[src/rtl/scene_pkg.sv]
// scene_pkg: shared types and default constants for the scene sequencer.
//   state_e   - show state machine encoding (matches the 2-bit scene output)
//   speed_e   - speed selector encoding (x1, x2, x4; 3 is never produced)
//   speed_next/speed_step - speed cycling and per-frame step helpers
package scene_pkg;

  typedef enum logic [1:0] {
    StWait    = 2'd0,
    StFall    = 2'd1,
    StSwallow = 2'd2
  } state_e;

  typedef enum logic [1:0] {
    SpeedX1 = 2'd0,
    SpeedX2 = 2'd1,
    SpeedX4 = 2'd2
  } speed_e;

  localparam int unsigned WAIT_FRAMES    = 128;
  localparam int unsigned SWALLOW_FRAMES = 64;
  localparam int unsigned TEXT_Y_TOP     = 20;
  localparam int unsigned TEXT_Y_END     = 240;

  // x1 -> x2 -> x4 -> x1
  function automatic speed_e speed_next(speed_e s);
    case (s)
      SpeedX1: return SpeedX2;
      SpeedX2: return SpeedX4;
      default: return SpeedX1;
    endcase
  endfunction

  // step = 1 << speed_sel
  function automatic logic [7:0] speed_step(speed_e s);
    case (s)
      SpeedX2: return 8'd2;
      SpeedX4: return 8'd4;
      default: return 8'd1;
    endcase
  endfunction

endpackage

[src/rtl/scene_sequencer_if.sv]
// scene_sequencer_if: bundles the sequencer's timing/button inputs and its
// per-frame animation outputs.
//   vsync, btn_pause, btn_speed, btn_skip : into the sequencer
//   frame_tick, ring_phase, text_y, text_visible, swallow, scene, paused,
//   speed_sel                               : out of the sequencer
// modport slave  - the sequencer side
// modport master - the environment side (timing generator, buttons, datapath)
interface scene_sequencer_if;

  logic       vsync;
  logic       btn_pause;
  logic       btn_speed;
  logic       btn_skip;
  logic       frame_tick;
  logic [7:0] ring_phase;
  logic [9:0] text_y;
  logic       text_visible;
  logic       swallow;
  logic [1:0] scene;
  logic       paused;
  logic [1:0] speed_sel;

  modport slave (
    input  vsync, btn_pause, btn_speed, btn_skip,
    output frame_tick, ring_phase, text_y, text_visible, swallow, scene, paused, speed_sel
  );

  modport master (
    output vsync, btn_pause, btn_speed, btn_skip,
    input  frame_tick, ring_phase, text_y, text_visible, swallow, scene, paused, speed_sel
  );

endinterface

[src/rtl/btn_debounce.sv]
// btn_debounce: conditions one asynchronous push button.
//   clk, rst_n : clock and synchronous active-low reset
//   i_btn      : raw asynchronous button level
//   i_tick     : frame tick; the only moments the button is sampled
//   o_press    : one-cycle pulse (on a tick) when the debounced level rises
module btn_debounce (
  input  logic clk,
  input  logic rst_n,
  input  logic i_btn,
  input  logic i_tick,
  output logic o_press
);

  logic r_sync1;
  logic r_sync2;
  logic r_sample;
  logic r_level;

  always_ff @(posedge clk) begin
    if (!rst_n) begin
      r_sync1  <= 1'b0;
      r_sync2  <= 1'b0;
      r_sample <= 1'b0;
      r_level  <= 1'b0;
    end else begin
      r_sync1 <= i_btn;
      r_sync2 <= r_sync1;
      if (i_tick) begin
        r_sample <= r_sync2;
        // Level only moves when two consecutive tick samples agree.
        if (r_sync2 == r_sample) begin
          r_level <= r_sync2;
        end
      end
    end
  end

  assign o_press = i_tick & r_sync2 & r_sample & ~r_level;

endmodule

[src/rtl/scene_sequencer.sv]
// scene_sequencer: frame-rate controller for the black-hole renderer.
//   clk, rst_n : pixel clock, synchronous active-low reset
//   bus        : vsync and three buttons in; frame_tick, ring_phase, text_y,
//                text_visible, swallow, scene, paused, speed_sel out
// Every output register updates only in the frame_tick cycle, so the pixel
// datapath sees constant parameters for an entire frame.
module scene_sequencer
  import scene_pkg::*;
#(
  parameter int unsigned WaitFrames    = WAIT_FRAMES,
  parameter int unsigned SwallowFrames = SWALLOW_FRAMES,
  parameter int unsigned TextYTop      = TEXT_Y_TOP,
  parameter int unsigned TextYEnd      = TEXT_Y_END
) (
  input  logic              clk,
  input  logic              rst_n,
  scene_sequencer_if.slave  bus
);

  localparam logic [7:0]  WaitLast    = 8'(WaitFrames - 1);
  localparam logic [7:0]  SwallowLast = 8'(SwallowFrames - 1);
  localparam logic [9:0]  TextTop     = 10'(TextYTop);
  localparam logic [10:0] TextEnd     = 11'(TextYEnd);

  logic       r_vsync_q;
  logic       r_frame_tick;
  logic [7:0] r_ring_phase;
  logic [9:0] r_text_y;
  logic       r_text_visible;
  logic       r_swallow;
  state_e     r_state;
  logic       r_paused;
  speed_e     r_speed;
  logic [7:0] r_timer;

  logic       w_press_pause;
  logic       w_press_speed;
  logic       w_press_skip;

  logic [7:0]  w_ring_phase;
  logic [9:0]  w_text_y;
  logic        w_text_visible;
  logic        w_swallow;
  state_e      w_state;
  logic        w_paused;
  speed_e      w_speed;
  logic [7:0]  w_timer;
  logic [7:0]  w_step;
  logic [10:0] w_sum;

  btn_debounce u_db_pause (
    .clk     (clk),
    .rst_n   (rst_n),
    .i_btn   (bus.btn_pause),
    .i_tick  (r_frame_tick),
    .o_press (w_press_pause)
  );

  btn_debounce u_db_speed (
    .clk     (clk),
    .rst_n   (rst_n),
    .i_btn   (bus.btn_speed),
    .i_tick  (r_frame_tick),
    .o_press (w_press_speed)
  );

  btn_debounce u_db_skip (
    .clk     (clk),
    .rst_n   (rst_n),
    .i_btn   (bus.btn_skip),
    .i_tick  (r_frame_tick),
    .o_press (w_press_skip)
  );

  always_ff @(posedge clk) begin
    if (!rst_n) begin
      // vsync_q resets low so a vsync already low at reset cannot make a tick.
      r_vsync_q      <= 1'b0;
      r_frame_tick   <= 1'b0;
      r_ring_phase   <= 8'd0;
      r_text_y       <= TextTop;
      r_text_visible <= 1'b1;
      r_swallow      <= 1'b0;
      r_state        <= StWait;
      r_paused       <= 1'b0;
      r_speed        <= SpeedX1;
      r_timer        <= 8'd0;
    end else begin
      r_vsync_q      <= bus.vsync;
      r_frame_tick   <= r_vsync_q & ~bus.vsync;
      r_ring_phase   <= w_ring_phase;
      r_text_y       <= w_text_y;
      r_text_visible <= w_text_visible;
      r_swallow      <= w_swallow;
      r_state        <= w_state;
      r_paused       <= w_paused;
      r_speed        <= w_speed;
      r_timer        <= w_timer;
    end
  end

  always_comb begin
    w_ring_phase   = r_ring_phase;
    w_text_y       = r_text_y;
    w_text_visible = r_text_visible;
    w_swallow      = r_swallow;
    w_state        = r_state;
    w_paused       = r_paused;
    w_speed        = r_speed;
    w_timer        = r_timer;
    w_step         = 8'd0;
    w_sum          = 11'd0;

    if (r_frame_tick) begin
      // Pause and speed resolve first; the rest of this tick uses the new values.
      if (w_press_pause) begin
        w_paused = ~r_paused;
      end
      if (w_press_speed) begin
        w_speed = speed_next(r_speed);
      end
      w_step = speed_step(w_speed);
      // 11-bit sum so the end-of-fall compare cannot be fooled by a wrap.
      w_sum  = {1'b0, r_text_y} + {3'b000, w_step};

      if (!w_paused) begin
        w_ring_phase = r_ring_phase + w_step;
        w_timer      = r_timer + 8'd1;
      end

      unique case (r_state)
        StWait: begin
          if (w_press_skip || (!w_paused && r_timer == WaitLast)) begin
            w_state = StFall;
            w_timer = 8'd0;
          end
        end
        StFall: begin
          if (w_press_skip || (!w_paused && w_sum >= TextEnd)) begin
            w_state        = StSwallow;
            w_text_y       = TextEnd[9:0];
            w_text_visible = 1'b0;
            w_swallow      = 1'b1;
            w_timer        = 8'd0;
          end else if (!w_paused) begin
            w_text_y = w_sum[9:0];
          end
        end
        StSwallow: begin
          if (w_press_skip || (!w_paused && r_timer == SwallowLast)) begin
            w_state        = StWait;
            w_text_y       = TextTop;
            w_text_visible = 1'b1;
            w_swallow      = 1'b0;
            w_timer        = 8'd0;
          end
        end
        default: begin
          w_state = StWait;
        end
      endcase
    end
  end

  assign bus.frame_tick   = r_frame_tick;
  assign bus.ring_phase   = r_ring_phase;
  assign bus.text_y       = r_text_y;
  assign bus.text_visible = r_text_visible;
  assign bus.swallow      = r_swallow;
  assign bus.scene        = r_state;
  assign bus.paused       = r_paused;
  assign bus.speed_sel    = r_speed;

endmodule

[src/flat_wrapper.sv]
// flat-port wrapper written by rule: the top's interface ports become plain ports
module scene_sequencer_flat import scene_pkg::*;
#(
  parameter int unsigned WaitFrames    = WAIT_FRAMES,
  parameter int unsigned SwallowFrames = SWALLOW_FRAMES,
  parameter int unsigned TextYTop      = TEXT_Y_TOP,
  parameter int unsigned TextYEnd      = TEXT_Y_END
)
  (clk, rst_n, bus_vsync, bus_btn_pause, bus_btn_speed, bus_btn_skip, bus_frame_tick, bus_ring_phase, bus_text_y, bus_text_visible, bus_swallow, bus_scene, bus_paused, bus_speed_sel);
  scene_sequencer_if bus_i ();
  input  logic clk;
  input  logic rst_n;
  input wire logic [$bits(bus_i.vsync)-1:0] bus_vsync;
  input wire logic [$bits(bus_i.btn_pause)-1:0] bus_btn_pause;
  input wire logic [$bits(bus_i.btn_speed)-1:0] bus_btn_speed;
  input wire logic [$bits(bus_i.btn_skip)-1:0] bus_btn_skip;
  output wire logic [$bits(bus_i.frame_tick)-1:0] bus_frame_tick;
  output wire logic [$bits(bus_i.ring_phase)-1:0] bus_ring_phase;
  output wire logic [$bits(bus_i.text_y)-1:0] bus_text_y;
  output wire logic [$bits(bus_i.text_visible)-1:0] bus_text_visible;
  output wire logic [$bits(bus_i.swallow)-1:0] bus_swallow;
  output wire logic [$bits(bus_i.scene)-1:0] bus_scene;
  output wire logic [$bits(bus_i.paused)-1:0] bus_paused;
  output wire logic [$bits(bus_i.speed_sel)-1:0] bus_speed_sel;
  assign bus_i.vsync = bus_vsync;
  assign bus_i.btn_pause = bus_btn_pause;
  assign bus_i.btn_speed = bus_btn_speed;
  assign bus_i.btn_skip = bus_btn_skip;
  assign bus_frame_tick = bus_i.frame_tick;
  assign bus_ring_phase = bus_i.ring_phase;
  assign bus_text_y = bus_i.text_y;
  assign bus_text_visible = bus_i.text_visible;
  assign bus_swallow = bus_i.swallow;
  assign bus_scene = bus_i.scene;
  assign bus_paused = bus_i.paused;
  assign bus_speed_sel = bus_i.speed_sel;
  scene_sequencer #(.WaitFrames(WaitFrames), .SwallowFrames(SwallowFrames), .TextYTop(TextYTop), .TextYEnd(TextYEnd)) u_core (.clk(clk), .rst_n(rst_n), .bus(bus_i));
endmodule
[config.mk]
export PLATFORM = sky130hd
export DESIGN_NAME = scene_sequencer_flat
export DESIGN_NICKNAME = d
export VERILOG_FILES = /design/src/rtl/scene_pkg.sv /design/src/rtl/scene_sequencer_if.sv /design/src/rtl/btn_debounce.sv /design/src/rtl/scene_sequencer.sv /design/src/flat_wrapper.sv
export SDC_FILE = /design/constraint.sdc
export NUM_CORES = 1
export LEC_CHECK = 0
export CAP_MARGIN = 20
export CORE_MARGIN = 1.5
export CORE_UTILIZATION = 40
export DETAILED_ROUTE_END_ITERATION = 10
export GPL_ROUTABILITY_DRIVEN = 0
export SYNTH_ARGS = -nofsm -noshare
export SYNTH_HDL_FRONTEND = slang
export SYNTH_SLANG_ARGS = --single-unit
export TNS_END_PERCENT = 1
[constraint.sdc]
create_clock -name clk -period 8.2 [get_ports clk]
set_input_delay 1.64 -clock clk [delete_from_list [all_inputs] [get_ports clk]]
set_output_delay 1.64 -clock clk [all_outputs]
set_load 0.1 [all_outputs]
==> results of run 1 <==
layout by cell type, fill, tap and decap left out, drive strengths merged, types with 2 or more instances in the layout:
cell,count
fa,2
clkbuf,5
and2,12
ha,12
xor2,12
nor2,36
nor3,5
dfxtp,47
nor3b,3
nand3,9
a221oi,2
nand4,9
nand2,23
xnor2,4
o22ai,3
clkdlybuf4s50,31
nand2b,2
a211oi,3
o21a,2
and3,7
inv,19
o21ai,18
nand4b,3
o211ai,2
a21oi,15
a311oi,2
mux2i,7
nor2b,2
a31o,4
or4b,2
a21o,2
or2b,3
worst max-delay path by stage:
| stage | from | end | cells after the start |
|---|---|---|---|
| after floorplan | u_core.bus.frame_tick | u_core.bus.text_y[1] | 17 |
| after global placement | u_core.bus.frame_tick | u_core.bus.text_y[2] | 15 |
| after detailed placement | u_core.bus.frame_tick | u_core.bus.text_y[2] | 15 |
| after CTS | u_core.bus.frame_tick | u_core.bus.text_y[2] | 15 |
| after global routing | u_core.bus.frame_tick | u_core.bus.text_y[2] | 15 |
| final | u_core.bus.frame_tick | u_core.bus.text_y[2] | 15 |
area by class of cell:
type | count | area [µm²] | share of cell area
multi-input combinational | 221 | 1453 | 0.4874
sequential | 47 | 940.9 | 0.3157
timing repair buffer | 31 | 310.3 | 0.1041
tap | 75 | 93.84 | 0.03149
clock buffer | 5 | 68.82 | 0.02309
inverter | 18 | 67.56 | 0.02267
clock inverter | 3 | 46.29 | 0.01553
cells in the mapped netlist (3+ instances only):
master,n
nor3_1,5
nand3_1,9
nand2_1,23
ha_1,12
clkbuf_1,8
a31o_2,4
xor2_1,12
and2_1,11
or2b_1,3
xnor2_1,4
mux2i_1,7
a211oi_1,3
o21ai_0,18
dfxtp_1,47
nand4_1,9
nor2_1,35
nor3b_1,3
o22ai_1,3
a21oi_1,14
and3_1,7
nand4b_1,3
inv_1,18
cells by family (layout without fill, tap and decap cells):
family	after synthesis	after routing
AO/OA/AOI/OAI	62	62
multiplexers	7	7
buffers and inverters	29	57
flip-flops	47	47
AND/OR/NAND/NOR	122	122
adder cells (fa/ha/maj)	14	14
XOR/XNOR	16	16
metrics by stage:
stage / hold slack [ns] / cell area, µm² / setup slack, ns / util
after floorplan: 0.4057 / 2519 / 3.591 / -
after global placement: 0.4109 / 2865 / 3.987 / 0.4783
after CTS: 0.4415 / 2980 / 3.809 / 0.4975
after detailed placement: 0.4181 / 2865 / 3.839 / 0.4783
final: 0.4375 / 2980 / 3.843 / 0.4975
after global routing: 0.4507 / 2980 / 3.416 / 0.4975
sequential cells by signal, summed over array words and instances, names as in the netlist, 2 cells and up:
signal / count
u_core.bus.ring_phase: 8
u_core.bus.speed_sel: 2
u_core.r_timer: 8
u_core.bus.scene: 2
u_core.bus.text_y: 10
per-layer routing:
layer | up-vias | GRT usage
li1 | 1092 | -
met1 | 986 | 0.2284
met2 | 38 | 0.2610
met3 | 7 | 0.03956
met4 | 0 | 0.05085
met5 | - | 0
where the power goes:
| group | internal, W | switching, W |
|---|---|---|
| clock network | 0.0000919 | 0.0000826 |
| registers | 0.000230 | 0.00000182 |
| logic | 0.00000569 | 0.0000103 |
| total | 0.000328 | 0.0000948 |
worst max-delay path, stage by stage, from the launching register on:
cell and delay [ns]:
dfxtp_1 0.60, nand4b_1 0.27, a21oi_1 0.29, inv_1 0.09
ha_1 0.31, ha_1 0.18, inv_1 0.06, fa_1 0.41
and2b_1 0.27, o221ai_2 0.15, nor3_1 0.33, nor2_1 0.07
o221a_2 0.33, nor2_2 0.37, o21ai_0 0.15, a221o_1 0.35
==> out/results.txt, run 1 <==
Initial DRC count -> 88
Remaining Overflow, GRT -> 0
Critical path data arrival time -> 4.55 ns
Area grow syn2layout -> 18.33%
Largest net degree at the start of global routing -> 26
Max Freq -> 229.5 MHz
Pwr Density -> 141.9 nW/µm²
Post-Synth Adder-Cell Area -> 0.07551
Slew Limit Fails -> 0
Hold path depth -> 1
Sequential area share after synthesis -> 0.3736
Syn_area_per_cell -> 8.480 µm²
Clock Tree Buf Depth -> 2
Starting density of the core -> 0.4204
Nets -> 344
Share of cells above drive strength 1 -> 0.06154
Status -> complete, no violations
Site Rows -> 28
Final worst-path cycle share -> 0.5314
# DRC -> 0
Worst reg-to-reg setup slack -> 3.84 ns
Worst R2R End -> u_core.bus.text_y[2]
Area share of the largest cell type after synthesis -> 0.3736
Gate count of the mapped netlist -> 297
Ys flop type -> dfxtp_1
Finished Layout Cells -> 400
Worst endpoint required time -> 8.39 ns
Synth top area cells -> dfxtp_1, ha_1, nor2_1, xor2_1, o21ai_0
Fill count -> 582
Number of global-route vias before repair -> 1963
Routed len/inst -> 13.11 µm
R2R depth -> 15
Crit path time final -> 4.357 ns
Detail Route Antenna Nets -> 0
Via density -> 5.308
Initial antenna violation count -> 0
Unrepaired setup endpoints after global routing -> no
DR WL met2 -> 2.323 mm
Total number of vias -> 2123
WHS Endpoint -> u_core.u_db_skip.r_sync2
Post-synthesis simple-gate area fraction -> 0.2529
Die area -> 6782 µm²
Main combinational cell family by area after synthesis -> simple AND/OR/NAND/NOR gates
Cts hold-fix bufs -> 0
Ant diodes -> 0
Worst-path fanout max -> 13
Count of final hold-check violations -> 0
Metal3 WL -> 205 µm
Cts bufs inserted -> 5
Top Layer Used -> met4
Worst vdd ir -> 0.07693 mV
Syn nets -> 317
Setup bufs post-CTS -> 0
Post-synthesis mux area share -> 0.02782
Detailed Route WL -> 5.244 mm
Final Skew -> 0.007513 ns
Post-Route Setup TNS -> 0 ns
Final setup viols -> 0
#FFs+latches synth -> 47
H-tree levels -> 2
Compound-Gate Fraction of Synth Area -> 0.1649
Slew headroom -> 0.3518
Yosys cell types -> 53
Crit end category -> register
Ys async rst share -> 0
Worst Hold Class -> reg2reg
Die Y -> 82.35 µm
Number of synthesized flops with an enable pin -> 0
CP Launch Type -> register
DR pass1 iterations -> 4
Sinks on Clock Net -> 47
Root buffer cell -> clkbuf_8
First-pass GRT wire length -> 8.859 mm
Max_cap viols -> 0
Synth Warn # -> 0
Total power -> 0.0004228 W
Placed cell count -> 392
Critical register-to-register path startpoint -> u_core.bus.frame_tick
IO buf count -> 31
Total GRT Usage -> 0.1676
Critical path class -> reg2reg
Io pins -> 32
Synth Area in XOR/XNOR -> 0.05564
CTS tree -> built
Post-synthesis cell area -> 2519 µm²
Clock transition at path regs -> 0.09 ns
Hold_sp -> u_core.u_db_skip.r_sync1
Worst-Margin Slew -> 0.9692 ns
Leakage power -> 1.088 nW
Die X -> 82.35 µm
Dpl hpwl -> 3.725 mm
Core Area -> 5991 µm²
PostCTS Resize Cnt -> 0
Routed length on met1 -> 2.647 mm
Post-synth top area cell -> dfxtp_1
Clk Latency, worst-skew pair -> 0.30 ns
No activity file was read; power rests on OpenSTA's default activity.
==> inputs of run 2 (changes only) <==
==> constraint.sdc (replaced) <==
create_clock -name clk -period 4 [get_ports clk]
set_input_delay 0.8 -clock clk [delete_from_list [all_inputs] [get_ports clk]]
set_output_delay 0.8 -clock clk [all_outputs]
set_load 0.1 [all_outputs]
==> run 2 against run 1 <==
- worst setup slack lost 3.7 ns
- power grew 93%
- count of clock-buffer cells in the layout is the same
- combinational power grew 120%
- die area is the same
- register-to-register slack lost 3.7 ns
- routed wire length grew 2.2%
- non-clock buffer count grew 7
- final cell count grew 1.8%
- cell area grew 3.5%
==> out/results.txt, run 2 (synthesized netlist as in run 1, its figures left out) <==
Initial DRC count -> 38 (-57%)
Hold_sp -> u_core.u_db_skip.r_sync1
Critical path class -> reg2reg
Critical path buffers and inverters -> 2 (unchanged)
Crit path cell chain -> nand4b_1 -> buf_4 -> nor3_2 -> a21oi_2 -> ha_1 -> ha_2 -> inv_1 -> fa_2 -> and2b_2 -> o221ai_4 -> nor3_4 -> and3_1 -> o221a_4 -> nor2_4 -> or4b_1 -> a21oi_1
Count of final hold-check violations -> 0 (unchanged)
Status -> complete, no violations
Worst vdd ir -> 0.1936 mV (+150%)
Share of cells above drive strength 1 -> 0.1205 (+0.05894)
Int Pwr -> 0.0006106 W (+86%)
Pwr Density -> 264.5 nW/µm² (+86%)
Io pins -> 32 (unchanged)
Switching Power -> 0.0002054 W (+120%)
Commonest non-fill, non-tap cells in the layout -> dfxtp_1, nor2_1, clkdlybuf4s50_1
Initial antenna violation count -> 0 (unchanged)
Slowest cell on crit path -> or4b_1
Max Freq -> 261.8 MHz (+14%)
Slew Limit Fails -> 0 (unchanged)
DR pass1 iterations -> 4 (unchanged)
Fill count -> 569 (-2.2%)
Ant diodes -> 0 (unchanged)
Critical register-to-register path startpoint -> u_core.u_db_speed.r_level
Routed len/inst -> 13.16 µm (+0.42%)
First-pass GRT wire length -> 8.742 mm (-1.3%)
Root buffer cell -> clkbuf_8
Final worst-path cycle share -> 0.9549 (+0.4235)
Clk network pwr share -> 0.374 (-0.039)
Largest net degree at the start of global routing -> 25 (-3.8%)
Worst Hold Class -> reg2reg
Site Rows -> 28 (unchanged)
Cts hold-fix bufs -> 0 (unchanged)
Die Y -> 82.35 µm (unchanged)
Dpl hpwl -> 3.759 mm (+0.91%)
Max_cap viols -> 0 (unchanged)
Nets -> 351 (+2.0%)
Unrepaired setup endpoints after global routing -> no
Via density -> 5.231 (-1.4%)
Combinational share of power -> 0.044 (+0.006)
Slowest stage delay, CP -> 0.51 ns (-0.09 ns)
Worst endpoint required time -> 4.25 ns (-4.14 ns)
Cts bufs inserted -> 5 (unchanged)
IO buf count -> 31 (unchanged)
Leakage power -> 1.132 nW (+4.0%)
Clock Tree Buf Depth -> 2 (unchanged)
Clock transition at path regs -> 0.10 ns (about the same)
# DRC -> 0 (unchanged)
Max FFs per register -> 10 (unchanged)
Sinks on Clock Net -> 47 (unchanged)
H-tree levels -> 2 (unchanged)
Total number of vias -> 2129 (+0.28%)
Placed Area -> 2914 µm² (+1.7%)
CP Launch Type -> register
Detail Route Antenna Nets -> 0 (unchanged)
Final setup viols -> 0 (unchanged)
Area grow syn2layout -> 22.50%
Part of the power in registers -> 0.582 (+0.033)
Die X -> 82.35 µm (unchanged)
Critical path data arrival time -> 4.07 ns (-0.48 ns)
Clk Latency, worst-skew pair -> 0.31 ns (about the same)
Core Area -> 5991 µm² (unchanged)
CTS tree -> built
Most common cell after layout, fill and taps aside -> dfxtp_1
Fin area -> 3085 µm² (+3.5%)
Setup crit start -> u_core.u_db_speed.r_level
Worst-path fanout max -> 11 (-2)
Worst-Margin Slew -> 0.9841 ns (+0.01486 ns)
Min Hold Slack -> 0.4340 ns (-0.003506 ns)
Final Skew -> 0.004585 ns (-0.002928 ns)
Reg area -> 947.2 µm² (+0.66%)
Crit path time final -> 3.820 ns (-0.5377 ns)
Slew headroom -> 0.3419 (-0.009936)
Total GRT Usage -> 0.1671 (-0.0005369)
Multi-input gate area in the final layout -> 1521 µm² (+4.7%)
Detailed Route WL -> 5.358 mm (+2.2%)
Die area -> 6782 µm² (unchanged)
Number of global-route vias before repair -> 1853 (-5.6%)
Remaining Overflow, GRT -> 0 (unchanged)
Net Sw Frac -> 0.2517 (+0.02756)
Crit path max-delay family -> simple AND/OR/NAND/NOR gates
Post-Route Setup TNS -> 0 ns (unchanged)
Starting density of the core -> 0.4204 (unchanged)
Crit end category -> register
-- run 2: worst paths after layout --
path              slack, ns                  endpoint  cells after the start
setup / recovery       0.18      u_core.bus.text_y[0]                     16
hold / removal         0.43  u_core.u_db_skip.r_sync2                      1
setup reg to reg       0.18      u_core.bus.text_y[0]                     16
hold reg to reg        0.43  u_core.u_db_skip.r_sync2                      1
-- run 2: worst register-to-register path, stage by stage (launching register included) --
cell	delay, ns
dfxtp_1	0.33
nand4b_1	0.19
buf_4	0.18
nor3_2	0.19
a21oi_2	0.07
ha_1	0.31
ha_2	0.20
inv_1	0.05
fa_2	0.36
and2b_2	0.28
o221ai_4	0.15
nor3_4	0.25
and3_1	0.20
o221a_4	0.25
nor2_4	0.08
or4b_1	0.51
a21oi_1	0.14
-- run 2: layout make-up --
type,count,area share
flip-flops and latches,47,0.3070
repair buffers,38,0.1176
clock inverters,3,0.007705
well taps,75,0.03041
inverters,18,0.02190
clock buffers,5,0.02230
multi-input cells,221,0.4931
-- run 2: through the flow --
| step | setup WS (ns) | power (W) | util | instances |
|---|---|---|---|---|
| floorplan | 0.05519 | 0.0005089 | - | 297 |
| CTS | 0.08637 | 0.0008263 | 0.5019 | 405 |
| global route | 0.01449 | 0.0008493 | 0.5150 | 407 |
| detailed placement | 0.09331 | 0.0005223 | 0.4864 | 397 |
| global placement | 0.2231 | 0.0005219 | 0.4864 | 397 |
| finish | 0.1804 | 0.0008160 | 0.5150 | 407 |
-- run 2: power groups by stage --
stage               Sequential (W)  Clock [W]  Combinational (W)
finish                    0.000475   0.000305          0.0000358
global route              0.000476   0.000334          0.0000390
CTS                       0.000475   0.000315          0.0000362
detailed placement        0.000486          0          0.0000363
global placement          0.000486          0          0.0000362
floorplan                 0.000492          0          0.0000164
-- run 2: what timing repair did --
item                                   CTS  global route
gates resized for setup                  0            13
setup buffers                            0             2
setup endpoints to repair                0             9
endpoints found under the hold margin    0             0
-- run 2: per-layer routing --
| layer | GRT usage | vias to the layer above | part of all wire |
|---|---|---|---|
| li1 | - | 1113 | - |
| met1 | 0.2290 | 972 | 0.52 |
| met2 | 0.2602 | 36 | 0.43 |
| met3 | 0.03626 | 8 | 0.033 |
| met4 | 0.05254 | 0 | 0.017 |
| met5 | 0 | - | 0 |
==> inputs of run 3 (changes only) <==
==> constraint.sdc (replaced) <==
create_clock -name clk -period 3.28 [get_ports clk]
set_input_delay 0.656 -clock clk [delete_from_list [all_inputs] [get_ports clk]]
set_output_delay 0.656 -clock clk [all_outputs]
set_load 0.1 [all_outputs]
==> run 3 against run 2 <==
- the flow now finishes with violations (negative setup slack)
- global-route usage is 1.6 points higher
- fmax is 12% higher
- worst setup slack worse by 0.31 ns
- count of clock-buffer cells in the layout stayed put
- register-to-register slack worse by 0.31 ns
- hold slack worse by 0.0017 ns
- non-clock buffer count is 19 higher
- critical endpoint unchanged
- flip-flop and latch count stayed put
- final cell count is 4.7% higher
- first-iteration DRC count is 97% higher
- critical path depth is 1 lower
- clock power is 40% higher
==> out/results.txt, run 3 (synthesized netlist as in run 1, its figures left out) <==
Die Y -> 82.35 µm (unchanged)
Fin area -> 3269 µm² (+6.0%)
Final Skew -> 0.009394 ns (+0.004809 ns)
Crit end category -> register
Largest net degree at the start of global routing -> 25 (unchanged)
Clock transition at path regs -> 0.09 ns (about the same)
Total number of vias -> 2226 (+4.6%)
Routed len/inst -> 13.00 µm (-1.3%)
Fill count -> 596 (+4.7%)
Reg area -> 948.4 µm² (+0.13%)
Worst endpoint required time -> 3.52 ns (-0.73 ns)
Clock Tree Buf Depth -> 2 (unchanged)
Site Rows -> 28 (unchanged)
Ant diodes -> 0 (unchanged)
Die X -> 82.35 µm (unchanged)
Cts bufs inserted -> 5 (unchanged)
Post-Route Setup TNS -> -1.188 ns (-1.188 ns)
Via density -> 5.225 (-0.11%)
Worst vdd ir -> 0.2271 mV (+17%)
DR pass1 iterations -> 4 (unchanged)
Leakage power -> 1.282 nW (+13%)
WHS Endpoint -> u_core.u_db_skip.r_sync2
Hold path depth -> 1 (unchanged)
Clk Latency, worst-skew pair -> 0.30 ns (about the same)
Io pins -> 32 (unchanged)
Critical register-to-register path startpoint -> u_core.u_db_speed.r_level
Worst Hold Class -> reg2reg
Max FFs per register -> 10 (unchanged)
Dpl hpwl -> 4.022 mm (+7.0%)
Crit path time final -> 3.407 ns (-0.4129 ns)
Worst-Margin Slew -> 0.5128 ns (-0.4713 ns)
Final setup viols -> 18 (+18)
Initial antenna violation count -> 0 (unchanged)
Core Area -> 5991 µm² (unchanged)
Critical path data arrival time -> 3.65 ns (-0.42 ns)
Sinks on Clock Net -> 47 (unchanged)
Multi-input gate area in the final layout -> 1599 µm² (+5.1%)
Placed Area -> 3015 µm² (+3.5%)
Final WS setup -> -0.1267 ns (-0.3071 ns)
Critical path class -> reg2reg
Count of final hold-check violations -> 0 (unchanged)
Nets -> 370 (+5.4%)
Status -> finished, violations left
# DRC -> 0 (unchanged)
Slew headroom -> 0.6545 (+0.3126)
Max_cap viols -> 0 (unchanged)
IO buf count -> 31 (unchanged)
Unrepaired setup endpoints after global routing -> yes
Commonest non-fill, non-tap cells in the layout -> buf_4, dfxtp_1, nor2_1
Remaining Overflow, GRT -> 0 (unchanged)
R2R depth -> 15 (-1)
Initial DRC count -> 75 (+97%)
Final worst-path cycle share -> 1.039 (+0.08372)
Detailed Route WL -> 5.537 mm (+3.3%)
Most common cell after layout, fill and taps aside -> buf_4
Detail Route Antenna Nets -> 0 (unchanged)
Violated checks -> negative setup slack
First-pass GRT wire length -> 9.556 mm (+9.3%)
Placed cell count -> 415 (+4.5%)
Starting density of the core -> 0.4204 (unchanged)
Slew Limit Fails -> 0 (unchanged)
CP Launch Type -> register
Share of cells above drive strength 1 -> 0.2735 (+0.1530)
Worst R2R End -> u_core.bus.text_y[0]
H-tree levels -> 2 (unchanged)
Setup crit start -> u_core.u_db_speed.r_level
Worst reg-to-reg setup slack -> -0.13 ns (-0.31 ns)
Area grow syn2layout -> 29.81%
Total GRT Usage -> 0.1831 (+0.01605)
CTS tree -> built
Root buffer cell -> clkbuf_8
Worst-path fanout max -> 5 (-6)
Number of global-route vias before repair -> 2138 (+15%)
Die area -> 6782 µm² (unchanged)
Pwr Density -> 321.3 nW/µm² (+21%)
Hold_sp -> u_core.u_db_skip.r_sync1
Finished Layout Cells -> 426 (+4.7%)
Max Freq -> 293.5 MHz (+12%)
Pre-CTS setup slack -> -0.3512 ns (-0.4445 ns)
==> run 3: cell types whose count changed in the layout (fill, tap and decap cells not counted), moves of 2 or more <==
cell	previous run	this run
buf_4	7	50
clkdlybuf4s50_1	31	5
inv_1	18	14
inv_2	0	4
a21oi_2	3	0
a21oi_4	0	3
ha_4	0	3
buf_6	0	2
clkinvlp_4	2	0
ha_1	11	9
==> run 3: worst max-delay path: stages, from the launching register on <==
cell and delay [ns]:
dfxtp_2 0.32, nand4b_1 0.18, buf_6 0.16, nor3b_4 0.21
a21oi_4 0.05, buf_4 0.14, ha_4 0.16, ha_1 0.29
a21oi_1 0.06, or3b_4 0.41, and2_4 0.17, a311oi_2 0.30
o221a_4 0.24, nor2_4 0.05, or4b_1 0.47, a21oi_1 0.12
==> run 3: final cells by class <==
type | instances | share of cell area
tap | 75 | 0.02870
inverter | 18 | 0.02067
clock buffer | 5 | 0.02105
multi-input combinational | 221 | 0.4891
clock inverter | 3 | 0.01339
timing repair buffer | 57 | 0.1370
sequential | 47 | 0.2901
==> run 3: power by group <==
| group | leakage [nW] | switching (W) | internal (W) |
|---|---|---|---|
| sequential | 0.383 | 0.00000332 | 0.000576 |
| clock | 0.0581 | 0.000199 | 0.000227 |
| combinational | 0.841 | 0.0000287 | 0.0000163 |
| total | 1.28 | 0.000231 | 0.000819 |
==> run 3: layer usage <==
metal | vias up | global-route usage | wire [µm]
li1 | 1145 | - | -
met1 | 1037 | 0.2368 | 2734
met2 | 34 | 0.2959 | 2534
met3 | 10 | 0.03077 | 148
met4 | 0 | 0.08475 | 120
met5 | - | 0 | 0
==> run 3: what timing repair did <==
action	in CTS	in global routing
hold buffers	0	0
setup buffers	3	0
gates resized for setup	23	2
pin swaps	13	3
setup endpoints to repair	22	22
==> run 3: worst max-delay path by stage <==
stage	slack, ns	end	depth (start not counted)
after floorplan	-0.65	u_core.bus.text_y[1]	17
final	-0.13	u_core.bus.text_y[0]	15
after global placement	-0.21	u_core.bus.text_y[0]	15
after global routing	-0.32	u_core.bus.text_y[0]	17
after CTS	-0.11	u_core.bus.text_y[0]	16
after detailed placement	-0.35	u_core.bus.text_y[0]	15
==> run 3: per-stage QoR <==
stage               hold slack (ns)  total power (W)    util
finish                       0.4324         0.001050  0.5457
global route                 0.4616         0.001094  0.5457
CTS                          0.4385         0.001067  0.5451
detailed placement           0.4171        0.0006370  0.5033
global placement             0.4120        0.0006365  0.5033
floorplan                    0.4057        0.0006208       -
